--- src/rtl/serial_add_controller_pkg.sv ---
// Shared constants for the serial adder sequencer: FSM encodings, default widths
// and the signed-overflow rule applied to the captured result.
package serial_add_controller_pkg;

    localparam int DEFAULT_WIDTH = 8;
    localparam int DEFAULT_CNT_W = 4;

    localparam logic [2:0] S_IDLE = 3'd0;
    localparam logic [2:0] S_LOAD = 3'd1;
    localparam logic [2:0] S_RUN  = 3'd2;
    localparam logic [2:0] S_CAPT = 3'd3;
    localparam logic [2:0] S_HOLD = 3'd4;

    // Overflow when both operands share a sign and the sum's sign differs from it.
    function automatic logic signed_ovf(input logic a_msb, input logic b_msb,
                                        input logic s_msb);
        return (a_msb == b_msb) && (s_msb != a_msb);
    endfunction

endpackage

--- src/rtl/serial_add_controller_if.sv ---
// Operand and result channels of the sequencer. Both channels use valid/ready:
// a transfer happens on a posedge where valid and ready are both high.
interface serial_add_controller_if
    import serial_add_controller_pkg::*;
#(
    parameter int WIDTH = DEFAULT_WIDTH
);
    logic             in_valid;
    logic             in_ready;
    logic [WIDTH-1:0] in_a;
    logic [WIDTH-1:0] in_b;
    logic             in_cin;

    logic             out_valid;
    logic             out_ready;
    logic [WIDTH-1:0] out_sum;
    logic             out_cout;
    logic             out_ovf;

    modport master (
        output in_valid, in_a, in_b, in_cin, out_ready,
        input  in_ready, out_valid, out_sum, out_cout, out_ovf
    );

    modport slave (
        input  in_valid, in_a, in_b, in_cin, out_ready,
        output in_ready, out_valid, out_sum, out_cout, out_ovf
    );
endinterface

--- src/rtl/serial_add_controller_bit_counter.sv ---
// Counts bit-serial adder cycles; done flags the last of WIDTH cycles.
module serial_add_controller_bit_counter
    import serial_add_controller_pkg::*;
#(
    parameter int WIDTH = DEFAULT_WIDTH,
    parameter int CNT_W = DEFAULT_CNT_W
) (
    input  logic clk,
    input  logic rst,
    input  logic clr,
    input  logic en,
    output logic done
);
    logic [CNT_W-1:0] cnt;

    always_ff @(posedge clk) begin
        if (rst || clr) begin
            cnt <= '0;
        end else if (en) begin
            cnt <= cnt + 1'b1;
        end
    end

    assign done = (cnt == CNT_W'(WIDTH - 1));
endmodule

--- src/rtl/serial_add_controller.sv ---
// Sequencer for a bit-serial adder: accepts an operand pair, loads and clocks the
// adder for WIDTH cycles, then captures and holds the result until it is taken.
module serial_add_controller
    import serial_add_controller_pkg::*;
#(
    parameter int WIDTH = DEFAULT_WIDTH,
    parameter int CNT_W = DEFAULT_CNT_W
) (
    input  logic                 clk,
    input  logic                 rst,
    serial_add_controller_if.slave io,
    output logic                 add_load,
    output logic [WIDTH-1:0]     add_a,
    output logic [WIDTH-1:0]     add_b,
    output logic                 add_cin,
    input  logic [WIDTH-1:0]     add_sum,
    input  logic                 add_cout,
    output logic                 busy,
    output logic [2:0]           dbg_state
);
    logic [2:0]       state;
    logic             cnt_done;
    logic             out_valid_q;
    logic [WIDTH-1:0] out_sum_q;
    logic             out_cout_q;
    logic             out_ovf_q;

    serial_add_controller_bit_counter #(
        .WIDTH (WIDTH),
        .CNT_W (CNT_W)
    ) u_counter (
        .clk  (clk),
        .rst  (rst),
        .clr  (state == S_LOAD),
        .en   (state == S_RUN),
        .done (cnt_done)
    );

    always_ff @(posedge clk) begin
        if (rst) begin
            state       <= S_IDLE;
            add_a       <= '0;
            add_b       <= '0;
            add_cin     <= 1'b0;
            out_valid_q <= 1'b0;
            out_sum_q   <= '0;
            out_cout_q  <= 1'b0;
            out_ovf_q   <= 1'b0;
        end else begin
            case (state)
                S_IDLE: begin
                    if (io.in_valid) begin
                        add_a   <= io.in_a;
                        add_b   <= io.in_b;
                        add_cin <= io.in_cin;
                        state   <= S_LOAD;
                    end
                end
                S_LOAD: state <= S_RUN;
                S_RUN: begin
                    if (cnt_done) state <= S_CAPT;
                end
                S_CAPT: begin
                    out_sum_q   <= add_sum;
                    out_cout_q  <= add_cout;
                    out_ovf_q   <= signed_ovf(add_a[WIDTH-1], add_b[WIDTH-1], add_sum[WIDTH-1]);
                    out_valid_q <= 1'b1;
                    state       <= S_HOLD;
                end
                S_HOLD: begin
                    if (io.out_ready) begin
                        out_valid_q <= 1'b0;
                        state       <= S_IDLE;
                    end
                end
                default: state <= S_IDLE;
            endcase
        end
    end

    // The adder reloads continuously while idle, so only LOAD's edge matters.
    assign add_load     = (state == S_IDLE) || (state == S_LOAD);
    assign busy         = (state != S_IDLE);
    assign dbg_state    = state;
    assign io.in_ready  = (state == S_IDLE);
    assign io.out_valid = out_valid_q;
    assign io.out_sum   = out_sum_q;
    assign io.out_cout  = out_cout_q;
    assign io.out_ovf   = out_ovf_q;
endmodule

--- src/flat_wrapper.sv ---
// flat-port wrapper written by rule: the top's interface ports become plain ports
module serial_add_controller_flat import serial_add_controller_pkg::*;
#(
    parameter int WIDTH = DEFAULT_WIDTH,
    parameter int CNT_W = DEFAULT_CNT_W
)
  (clk, rst, add_load, add_a, add_b, add_cin, add_sum, add_cout, busy, dbg_state, io_in_valid, io_in_a, io_in_b, io_in_cin, io_out_ready, io_in_ready, io_out_valid, io_out_sum, io_out_cout, io_out_ovf);
  serial_add_controller_if #(.WIDTH(WIDTH)) io_i ();
  input  logic clk;
  input  logic rst;
  output logic add_load;
  output logic [WIDTH-1:0] add_a;
  output logic [WIDTH-1:0] add_b;
  output logic add_cin;
  input  logic [WIDTH-1:0] add_sum;
  input  logic add_cout;
  output logic busy;
  output logic [2:0] dbg_state;
  input wire logic [$bits(io_i.in_valid)-1:0] io_in_valid;
  input wire logic [$bits(io_i.in_a)-1:0] io_in_a;
  input wire logic [$bits(io_i.in_b)-1:0] io_in_b;
  input wire logic [$bits(io_i.in_cin)-1:0] io_in_cin;
  input wire logic [$bits(io_i.out_ready)-1:0] io_out_ready;
  output wire logic [$bits(io_i.in_ready)-1:0] io_in_ready;
  output wire logic [$bits(io_i.out_valid)-1:0] io_out_valid;
  output wire logic [$bits(io_i.out_sum)-1:0] io_out_sum;
  output wire logic [$bits(io_i.out_cout)-1:0] io_out_cout;
  output wire logic [$bits(io_i.out_ovf)-1:0] io_out_ovf;
  assign io_i.in_valid = io_in_valid;
  assign io_i.in_a = io_in_a;
  assign io_i.in_b = io_in_b;
  assign io_i.in_cin = io_in_cin;
  assign io_i.out_ready = io_out_ready;
  assign io_in_ready = io_i.in_ready;
  assign io_out_valid = io_i.out_valid;
  assign io_out_sum = io_i.out_sum;
  assign io_out_cout = io_i.out_cout;
  assign io_out_ovf = io_i.out_ovf;
  serial_add_controller #(.WIDTH(WIDTH), .CNT_W(CNT_W)) u_core (.clk(clk), .rst(rst), .io(io_i), .add_load(add_load), .add_a(add_a), .add_b(add_b), .add_cin(add_cin), .add_sum(add_sum), .add_cout(add_cout), .busy(busy), .dbg_state(dbg_state));
endmodule
--- config.mk ---
export PLATFORM = sky130hd
export DESIGN_NAME = serial_add_controller_flat
export DESIGN_NICKNAME = d
export VERILOG_FILES = /design/src/rtl/serial_add_controller_pkg.sv /design/src/rtl/serial_add_controller_if.sv /design/src/rtl/serial_add_controller_bit_counter.sv /design/src/rtl/serial_add_controller.sv /design/src/flat_wrapper.sv
export SDC_FILE = /design/constraint.sdc
export NUM_CORES = 1
export LEC_CHECK = 0
export BUFFER_PORTS_ARGS = -buffer_cell sky130_fd_sc_hd__buf_2
export CAP_MARGIN = 10
export CORE_ASPECT_RATIO = 1.75
export CORE_MARGIN = 4
export CORE_UTILIZATION = 41
export CTS_CLUSTER_DIAMETER = 200
export CTS_CLUSTER_SIZE = 24
export DETAILED_ROUTE_END_ITERATION = 8
export HOLD_SLACK_MARGIN = 0.02
export PLACE_DENSITY = 0.73
export SLEW_MARGIN = 40
export SYNTH_ARGS = -nofsm -noshare
export SYNTH_HDL_FRONTEND = slang
export SYNTH_HIERARCHICAL = 1
export SYNTH_SLANG_ARGS = --single-unit
--- constraint.sdc ---
create_clock -name clk -period 1.65 [get_ports clk]
set_clock_uncertainty 0.15 [all_clocks]
set_input_delay 0.33 -clock clk [delete_from_list [all_inputs] [get_ports clk]]
set_output_delay 0.33 -clock clk [all_outputs]
set_load 0.03 [all_outputs]
Word level (Yosys, flattened, before mapping). Index checks and enable logic that the tools add are counted.

Output and inout port bits: 34. Input bits: 30. Register bits: 35.

Reductions and logical operators: 9. Multiplexer cells: 6. Add/sub/neg operators: 1. Eq/ne operators: 10.

Operator list (count): $pmux 3 s5 (1); $mux 3 (3); $eq 3x2->1 const B (2); $add 4x1->4 const B (1); $eq 4x3->1 const B (1); $ne 2x2->1 const B (2); $reduce_and 2->1 (2); $eq 3x1->1 const B (1); $eq 3x3->1 const B (1); $logic_not 3->1 (1); $reduce_and 3->1 (1); $reduce_bool 3->1 (1); $logic_or 1x1->1 (2); $ne 2x1->1 const B (1); $pmux 1 s2 (1); $reduce_bool 2->1 (1); $eq 1x1->1 (1); $logic_and 1x1->1 (1); $mux 1 (1); $ne 1x1->1 (1).

Logic depth before layout (Yosys ltp). Gate-level depths: netlist of run 1.

Word-level depth: 3. Gate-level depth with buffers: 6. Mapped depth without buffers: 6.

Cells and area by module. The synthesis of run 1 kept the hierarchy.

By module, submodules not included: serial_add_controller (seq. area each 620.6 um^2, instances 1, area each 1218.7 um^2, cells an instance 136); serial_add_controller_bit_counter (seq. area each 80.1 um^2, instances 1, area each 185.2 um^2, cells an instance 19).

Least setup slack after synthesis of run 1. No wires, ideal clock.

Kind: register to register. Start: register u_core.state[1] (netlist: u_core/dbg_state[1]). End: register u_core.u_counter.cnt[3]. Required time: 1.377 ns. Cell stages (with the launch flop): 5. Arrival time: 1.774 ns. Setup time: 0.123 ns. Clock period less this slack: 2.048 ns. Slack: -0.398 ns. Path through: dfxtp_1 > buf_2 > nor3b_1 > nand4_1 > mux2_1.

Longest elaborated chain between the ends: 2.

Ends and longest elaborated chain: from (decl) (RTL line serial_add_controller.sv:21) `logic [2:0] state;`; from (signal assigned) (RTL line serial_add_controller.sv:41) `state <= S_IDLE;`; from (signal assigned) (RTL line serial_add_controller.sv:56) `state <= S_LOAD;`; from (signal assigned) (RTL line serial_add_controller.sv:59) `S_LOAD: state <= S_RUN;`; $eq 3x1->1 (RTL line serial_add_controller.sv:34) `.clr (state == S_LOAD),`; $logic_or 1x1->1 (RTL line serial_add_controller_bit_counter.sv:17) `if (rst || clr) begin`; to (signal assigned) (RTL line serial_add_controller_bit_counter.sv:20) `cnt <= cnt + 1'b1;`; to (decl) (RTL line serial_add_controller_bit_counter.sv:14) `logic [CNT_W-1:0] cnt;`.

Several ways; a longest one is shown, not always the timed one. A chain may end at the register's enable or synchronous reset.

Final worst setup path of run 1.
Start: register u_core.state[0] (netlist: u_core/dbg_state[0]). End: output busy.

Longest elaborated chain between the ends: 1.

Ends and longest elaborated chain: $reduce_bool 3->1 (RTL line serial_add_controller.sv:83) `assign busy = (state != S_IDLE);`; to (decl) (RTL line flat_wrapper.sv:17) `output logic busy;`.

No other way between the ends.

==> results of run 1 <==
## critical path, delay by kind of cell, from the launching register on
family	cells	cell delay [ns]
buf+inv	1	0.18
flops	1	0.34
simple gates	1	0.38
## cell type report
class | instances | area, um2
multi-input combinational | 107 | 632
fill | 301 | 1320
timing repair buffer | 71 | 390
sequential | 35 | 709
tap | 43 | 53.8
inverter | 3 | 11.3
clock inverter | 1 | 5.00
clock buffer | 7 | 86.3
## through the flow
stage,instance area (um2),hold slack [ns],utilization,cells,worst slack [ns]
floorplan,1420,0.248,-,155,-0.0604
global placement,1760,0.291,0.550,257,0.163
detailed placement,1760,0.295,0.550,257,0.127
CTS,1880,0.115,0.586,267,-0.0376
global route,1890,0.121,0.588,267,-0.0516
finish,1890,0.121,0.588,267,-0.0148
## report_power, final
part / switching [mW] / leakage [nW] / internal [mW]
Combinational: 0.253 / 0.603 / 0.155
Sequential: 0.0281 / 0.287 / 0.892
Clock: 0.284 / 0.0482 / 0.336
## flip-flops by register name (all words and copies together) (netlist names)
register,cells
u_core/io.out_cout,1
u_core/add_cin,1
u_core/dbg_state,3
u_core/io.out_valid,1
u_core/add_b,8
u_core/io.out_sum,8
u_core/u_counter/cnt,4
u_core/io.out_ovf,1
u_core/add_a,8
## worst paths after layout
kind / from / end / slack, ns / cells past startpoint
hold reg to reg: u_core/add_b[1] / u_core/add_b[1] / 0.30 / 2
setup / recovery: u_core/dbg_state[0] / busy / -0.01 / 2
setup reg to reg: u_core/dbg_state[0] / u_core/add_a[7] / 0.03 / 4
hold / removal: add_sum[5] / u_core/io.out_sum[5] / 0.12 / 3
## layout by cell type (no fill, tap or decap)
cell,netlist,routed
nor3b_2,0,1
a21bo_2,1,1
or2_2,1,1
clkinv_2,0,1
buf_2,3,60
nor4b_1,1,1
nor4b_4,1,1
dfxtp_4,0,2
dfxtp_2,0,1
dfxtp_1,35,32
ha_1,1,1
mux2i_1,11,11
nor2_2,0,1
buf_4,1,8
inv_2,0,1
nand4_1,1,1
mux2_1,1,1
and2_2,1,1
nor3b_1,3,2
inv_1,3,2
nand2_2,1,1
clkbuf_4,0,1
nand2_1,35,35
clkbuf_1,3,1
or4b_4,1,1
xnor2_1,2,2
nor2_1,14,13
o21ai_0,1,1
or3_4,0,1
nand3b_1,4,4
nor3_1,3,3
a21oi_1,21,21
buf_6,2,2
a221oi_1,1,1
clkbuf_8,0,6
or4_2,1,1
## kinds of logic (layout without fill, tap and decap cells)
logic type                 count (synthesis)  in the layout  synth area share
buffers and inverters                     13             82            0.0588
adders and majority gates                  1              1           0.00891
DFF                                       35             35             0.499
AOI/OAI and AO/OA                         24             24            0.0918
xor gates and xnor gates                   2              2            0.0125
muxes                                     12             12            0.0865
and+or+nand+nor                           68             68             0.242
## timing repair
| action | CTS | global route |
|---|---|---|
| setup buffers | 2 | 0 |
| setup endpoints to repair | 2 | 21 |
| resized for setup | 4 | 2 |
| pin swaps | 0 | 2 |
## metal layers
metal / up-vias / global-route usage / wire (um)
li1: 651 / - / -
met1: 607 / 0.158 / 1180
met2: 37 / 0.310 / 1890
met3: 8 / 0.0510 / 184
met4: 0 / 0.0698 / 85
met5: - / 0 / 0
==> metrics.txt, run 1 <==
# TYPE chip_impl_metric gauge
chip_impl_metric{name="floorplan.die_area",unit="um2"} 4460
chip_impl_metric{name="cp.required",unit="ns"} 1.17
chip_impl_metric{name="ant_nets",unit=""} 0
chip_impl_metric{name="track_usage",unit=""} 0.166
chip_impl_metric{name="timing_worst_slew_pin_value",unit="ns"} 0.348
chip_impl_metric{name="chipHeight",unit="um"} 85.4
chip_impl_metric{name="clock_sink_count",unit=""} 35
chip_impl_metric{name="synth.distinct_cells",unit=""} 29
chip_impl_metric{name="critical_path.max_stage_delay",unit="ns"} 0.38
chip_impl_metric{name="first_pass_grt_wire_length",unit="um"} 5580
chip_impl_metric{name="post-route-min-period",unit="ns"} 1.66
chip_impl_info{name="critPathLaunchType",value="flip-flop"} 1
chip_impl_metric{name="core",unit="um2"} 3210
chip_impl_metric{name="synth_async_sr_flop_share",unit=""} 0
chip_impl_metric{name="tritoncts.num_buffers",unit=""} 5
chip_impl_metric{name="max_cap_violations",unit=""} 0
chip_impl_metric{name="final_tns_setup",unit="ns"} -0.0296
chip_impl_metric{name="power-per-cell-area",unit="nW/um2"} 1030
chip_impl_metric{name="first_global_vias",unit=""} 1314
chip_impl_metric{name="row_count",unit=""} 27
chip_impl_info{name="crit_type",value="flip-flop to output pin"} 1
chip_impl_info{name="synth_ff_type",value="dfxtp_1"} 1
chip_impl_metric{name="io_pins",unit=""} 64
chip_impl_metric{name="arrival",unit="ns"} 1.18
chip_impl_metric{name="finalWirelength",unit="um"} 3340
chip_impl_metric{name="insertedDiodeCount",unit=""} 0
chip_impl_metric{name="drt_iter0_drc",unit=""} 11
chip_impl_metric{name="timing_hold_violations_final",unit=""} 0
chip_impl_metric{name="ys_warn_count",unit=""} 6
chip_impl_info{name="synth.cells.most_frequent",value="dfxtp_1, nand2_1, a21oi_1"} 1
chip_impl_metric{name="max_clk_rate",unit="GHz"} 0.601
chip_impl_metric{name="setup_violations",unit=""} 2
chip_impl_metric{name="total_leakage_power",unit="nW"} 0.938
chip_impl_metric{name="clk_pin_slew_worst_paths",unit="ns"} 0.07
chip_impl_metric{name="start_util",unit=""} 0.437
chip_impl_metric{name="detail_route.first_pass.iterations",unit=""} 4
chip_impl_metric{name="synth_area_per_cell",unit="um2"} 9.06
chip_impl_info{name="clockRootBuffer",value="clkbuf_8"} 1
chip_impl_info{name="path_cells",value="or3_4, buf_4"} 1
chip_impl_info{name="dominant_cells_by_area_after_synthesis",value="dfxtp_1, nand2_1, mux2i_1"} 1
chip_impl_metric{name="total_power",unit="mW"} 1.95
chip_impl_metric{name="drt_drc_violations_left",unit=""} 0
chip_impl_metric{name="finalWorstSetupSlack",unit="ns"} -0.0148
chip_impl_info{name="unrepaired_setup_endpoints_after_global_routing",value="yes"} 1
chip_impl_metric{name="number_of_synthesized_register_bits",unit=""} 35
chip_impl_metric{name="design.final.nets",unit=""} 254
chip_impl_metric{name="grt_antenna_before_repair",unit=""} 0
chip_impl_info{name="worst_path_max_delay_cell",value="or3_4"} 1
chip_impl_metric{name="ys_seq_area_frac",unit=""} 0.499
chip_impl_metric{name="critical_path.max_fanout",unit=""} 2
chip_impl_metric{name="drt-wirelength-per-cell",unit="um"} 12.5
chip_impl_info{name="crit_path_end_kind",value="output pin"} 1
chip_impl_metric{name="clk_latency",unit="ns"} 0.28
chip_impl_metric{name="vdd.ir_drop.worst",unit="uV"} 605
chip_impl_metric{name="globalplace.congestion",unit=""} 0.778
chip_impl_info{name="cts_tree",value="yes"} 1
chip_impl_metric{name="post_cts_hold_buffer_count",unit=""} 0
chip_impl_metric{name="synth_top_cell_area_share",unit=""} 0.499
chip_impl_info{name="yosys.area.top_type",value="dfxtp_1"} 1
chip_impl_metric{name="maxSlewHeadroom",unit=""} 0.768
chip_impl_metric{name="cts-htree-levels",unit=""} 2
chip_impl_metric{name="route.vias.total",unit=""} 1303
chip_impl_metric{name="synth_enable_flop_cells",unit=""} 0
chip_impl_metric{name="timing.final.crit_share",unit=""} 1.01
chip_impl_metric{name="synthesis.area",unit="um2"} 1400
chip_impl_metric{name="largest_buffer_count_on_any_clock_path",unit=""} 2
chip_impl_metric{name="grt_remaining_overflow",unit=""} 0
chip_impl_metric{name="numPortBuffers",unit=""} 63
chip_impl_metric{name="netlist_instances",unit=""} 155
chip_impl_metric{name="route.detailed.vias_per_inst",unit=""} 4.88
chip_impl_metric{name="postSynthNetCount",unit=""} 186
chip_impl_info{name="min-delay-path-class",value="input port to flip-flop"} 1
chip_impl_info{name="run_status",value="finished, violations left"} 1
chip_impl_metric{name="maxSlewViolCount",unit=""} 0
chip_impl_metric{name="syn2layout_area_growth",unit="%"} 34.5
chip_impl_metric{name="layout-drive-gt1-share",unit=""} 0.411
chip_impl_info{name="failed_checks",value="negative setup slack"} 1
chip_impl_metric{name="grt_max_degree",unit=""} 21
chip_impl_metric{name="dieWidth",unit="um"} 52.2
chip_impl_metric{name="detailed_place_hpwl",unit="um"} 2580
No activity file was read; power rests on OpenSTA's default activity.
==> run 2: changes to the inputs <==
ABC_AREA = 1   (was not set)
CELL_PAD_IN_SITES_DETAIL_PLACEMENT = 0   (was not set)
CELL_PAD_IN_SITES_GLOBAL_PLACEMENT = 1   (was not set)
CORE_UTILIZATION = 29   (was 41)
PLACE_DENSITY = 0.72   (was 0.73)
==> run 2 against run 1 <==
Against the previous run: the flow now finishes without violations; design area grew 2.2%; register-to-register slack better by 0.17 ns; clock-buffer cell count down 1; critical path type unchanged; routed wire length increased by 11%; sequential share of layout area is 1.1 points lower.
==> metrics.txt, run 2 <==
# TYPE chip_impl_metric gauge
chip_impl_metric{name="numPortBuffers",unit=""} 63
chip_impl_info{name="cts_tree",value="yes"} 1
chip_impl_metric{name="maxSlewHeadroom",unit=""} 0.759
chip_impl_metric{name="internal-power",unit="mW"} 1.46
chip_impl_metric{name="timing.final.crit_share",unit=""} 0.961
chip_impl_metric{name="start_util",unit=""} 0.297
chip_impl_metric{name="ys_warn_count",unit=""} 6
chip_impl_metric{name="synth.distinct_cells",unit=""} 24
chip_impl_metric{name="maxSlewViolCount",unit=""} 0
chip_impl_metric{name="clk_pin_slew_worst_paths",unit="ns"} 0.06
chip_impl_metric{name="globalplace.congestion",unit=""} 0.709
chip_impl_metric{name="synth_top_cell_area_share",unit=""} 0.478
chip_impl_metric{name="power.share.combinational",unit=""} 0.331
chip_impl_metric{name="tritoncts.num_buffers",unit=""} 5
chip_impl_info{name="min-delay-path-class",value="input port to flip-flop"} 1
chip_impl_metric{name="post_synth_mux_area_share",unit=""} 0
chip_impl_metric{name="drt-wirelength-per-cell",unit="um"} 12.5
chip_impl_metric{name="grt_remaining_overflow",unit=""} 0
chip_impl_metric{name="detail_route.first_pass.iterations",unit=""} 4
chip_impl_info{name="mostFrequentLayoutCell",value="buf_2"} 1
chip_impl_metric{name="layout-drive-gt1-share",unit=""} 0.430
chip_impl_metric{name="max_cap_violations",unit=""} 0
chip_impl_metric{name="clock_sink_count",unit=""} 35
chip_impl_info{name="run_status",value="complete, no violations"} 1
chip_impl_metric{name="synth_area_per_cell",unit="um2"} 8.28
chip_impl_metric{name="number_of_synthesized_register_bits",unit=""} 35
chip_impl_metric{name="row_count",unit=""} 34
chip_impl_metric{name="total_leakage_power",unit="nW"} 0.872
chip_impl_metric{name="rrSetupSlack",unit="ns"} 0.20
chip_impl_metric{name="timing_worst_slew_pin_value",unit="ns"} 0.362
chip_impl_info{name="r2r-start",value="u_core/dbg_state[0]"} 1
chip_impl_metric{name="cp.required",unit="ns"} 1.17
chip_impl_metric{name="drt_drc_violations_left",unit=""} 0
chip_impl_metric{name="drt_iter0_drc",unit=""} 23
chip_impl_info{name="critPathLaunchType",value="flip-flop"} 1
chip_impl_metric{name="synth_compound_area_frac",unit=""} 0.146
chip_impl_metric{name="design.final.nets",unit=""} 276
chip_impl_metric{name="arrival",unit="ns"} 1.11
chip_impl_info{name="holdCritStartpoint",value="add_sum[3]"} 1
chip_impl_metric{name="basic_gate_share_of_the_synthesized_area_counting_and_or_nand_and_nor_cells",unit=""} 0.291
chip_impl_info{name="timing.rr.end",value="u_core/u_counter/cnt[3]"} 1
chip_impl_metric{name="cts-htree-levels",unit=""} 2
chip_impl_metric{name="insertedDiodeCount",unit=""} 0
chip_impl_metric{name="setup_violations",unit=""} 0
chip_impl_metric{name="syn2layout_area_growth",unit="%"} 31.6
chip_impl_metric{name="critical_path.max_fanout",unit=""} 6
chip_impl_metric{name="largest_buffer_count_on_any_clock_path",unit=""} 2
chip_impl_info{name="crit_path_end_kind",value="output pin"} 1
chip_impl_metric{name="floorplan.die_area",unit="um2"} 6300
chip_impl_metric{name="detailed_place_hpwl",unit="um"} 2880
chip_impl_metric{name="finalWirelength",unit="um"} 3720
chip_impl_metric{name="min_path_cells",unit=""} 3
chip_impl_metric{name="power_switching",unit="mW"} 0.834
chip_impl_info{name="dominant_cells_by_area_after_synthesis",value="dfxtp_1, nand2_1, a21oi_1"} 1
chip_impl_metric{name="synth-adder-area-share",unit=""} 0.00853
chip_impl_info{name="synth_top_family_by_area",value="simple AND/OR/NAND/NOR gates"} 1
chip_impl_info{name="crit_type",value="flip-flop to output pin"} 1
chip_impl_metric{name="route.detailed.vias_per_inst",unit=""} 4.47
chip_impl_metric{name="timing_hold_violations_final",unit=""} 0
chip_impl_metric{name="track_usage",unit=""} 0.128
chip_impl_metric{name="post-route-min-period",unit="ns"} 1.59
chip_impl_info{name="worst_hold_path.endpoint",value="u_core/io.out_sum[3]"} 1
chip_impl_metric{name="netlist_instances",unit=""} 177
chip_impl_info{name="yosys.area.top_type",value="dfxtp_1"} 1
chip_impl_metric{name="synth_enable_flop_cells",unit=""} 0
chip_impl_metric{name="first_pass_grt_wire_length",unit="um"} 6030
chip_impl_metric{name="final_tns_setup",unit="ns"} 0
chip_impl_metric{name="route.vias.total",unit=""} 1333
chip_impl_info{name="clockRootBuffer",value="clkbuf_8"} 1
chip_impl_metric{name="synthXorXnorAreaFrac",unit=""} 0
chip_impl_metric{name="chipHeight",unit="um"} 102
chip_impl_metric{name="io_pins",unit=""} 64
chip_impl_metric{name="first_global_vias",unit=""} 1348
chip_impl_metric{name="final_design_utilization",unit=""} 0.391
chip_impl_metric{name="grt_max_degree",unit=""} 18
chip_impl_metric{name="sequentialPowerShare",unit=""} 0.429
chip_impl_metric{name="max_clk_rate",unit="GHz"} 0.630
chip_impl_metric{name="dieWidth",unit="um"} 61.8
chip_impl_info{name="unrepaired_setup_endpoints_after_global_routing",value="no"} 1
chip_impl_metric{name="pwr-share-clk",unit=""} 0.240
chip_impl_metric{name="clk_latency",unit="ns"} 0.27
chip_impl_metric{name="dp.cells",unit=""} 291
chip_impl_info{name="layout.cells.most_common_list",value="buf_2, nand2_1, dfxtp_1"} 1
chip_impl_metric{name="synthesis.area",unit="um2"} 1470
chip_impl_metric{name="grt_antenna_before_repair",unit=""} 0
chip_impl_info{name="synth_ff_type",value="dfxtp_1"} 1
chip_impl_info{name="yosys.cell_count.top_type",value="nand2_1"} 1
chip_impl_metric{name="vdd.ir_drop.worst",unit="uV"} 636
chip_impl_metric{name="power_switching_share",unit=""} 0.364
chip_impl_metric{name="synth_async_sr_flop_share",unit=""} 0
chip_impl_metric{name="ant_nets",unit=""} 0
chip_impl_metric{name="core",unit="um2"} 4930
chip_impl_metric{name="postSynthNetCount",unit=""} 208
chip_impl_info{name="synth.cells.most_frequent",value="nand2_1, dfxtp_1, a21oi_1"} 1
chip_impl_metric{name="ys_seq_area_frac",unit=""} 0.478
chip_impl_metric{name="fin_cells",unit=""} 298
chip_impl_metric{name="power-per-cell-area",unit="nW/um2"} 1190
chip_impl_metric{name="rr_worst_depth",unit=""} 9
run 2: worst max-delay path by stage:
stage                              startpoint     endpoint  cells past startpoint
after floorplan           u_core/dbg_state[1]  io_in_ready                      4
after global placement    u_core/dbg_state[1]     add_load                      4
after detailed placement  u_core/dbg_state[1]     add_load                      4
after CTS                 u_core/dbg_state[1]  io_in_ready                      4
after global routing      u_core/dbg_state[1]     add_load                      4
final                     u_core/dbg_state[1]     add_load                      4
run 2: repair_timing:
item | CTS | global route
hold buffers | 0 | 0
cloned | 0 | 0
resized for setup | 5 | 4
buffers inserted | 1 | 0
setup endpoints to repair | 3 | 3
pin swaps | 1 | 1
run 2: cell type report:
cell class	instances	area, um2
fillers	540	3010
multi-input cells	121	658
well taps	54	67.6
clock buffers	6	72.6
flip-flops and latches	35	704
repair buffers	70	377
inverters	12	50.0
run 2: critical path, cell delays in order (launching register included):
cell	delay [ns]
dfxtp_2	0.35
inv_2	0.14
nand3_2	0.12
nand2_1	0.08
buf_4	0.15
run 2: metrics by stage:
stage               area (um2)  setup slack [ns]  power [mW]  hold WS, ns
floorplan                 1470            0.0318        1.55        0.258
global route              1930          0.000565        2.44        0.150
detailed placement        1830             0.145        1.74        0.304
CTS                       1920            0.0130        2.31        0.142
global placement          1830             0.168        1.73        0.301
finish                    1930            0.0638        2.29        0.149
run 2: power groups by stage:
stage	sequential [mW]	clock (mW)	combinational (mW)
floorplan	1.13	0	0.418
global placement	0.998	0	0.730
detailed placement	0.999	0	0.736
CTS	0.984	0.568	0.759
global route	0.995	0.602	0.838
finish	0.985	0.549	0.759
run 2: routing by layer:
| layer | wire (um) | GRT usage | vias up | part of all wire |
|---|---|---|---|---|
| li1 | - | - | 712 | - |
| met1 | 1460 | 0.146 | 583 | 0.39 |
| met2 | 1960 | 0.212 | 34 | 0.53 |
| met3 | 226 | 0.0392 | 4 | 0.061 |
| met4 | 80 | 0.0588 | 0 | 0.021 |
| met5 | 0 | 0 | - | 0 |
run 2: kinds of logic (layout without fill, tap and decap cells):
| group | Yosys count | count (layout) |
|---|---|---|
| buffers and inverters | 21 | 88 |
| flip-flops | 35 | 35 |
| AND/OR/NAND/NOR | 85 | 85 |
| AO/OA/AOI/OAI | 35 | 35 |
| adder cells (fa/ha/maj) | 1 | 1 |
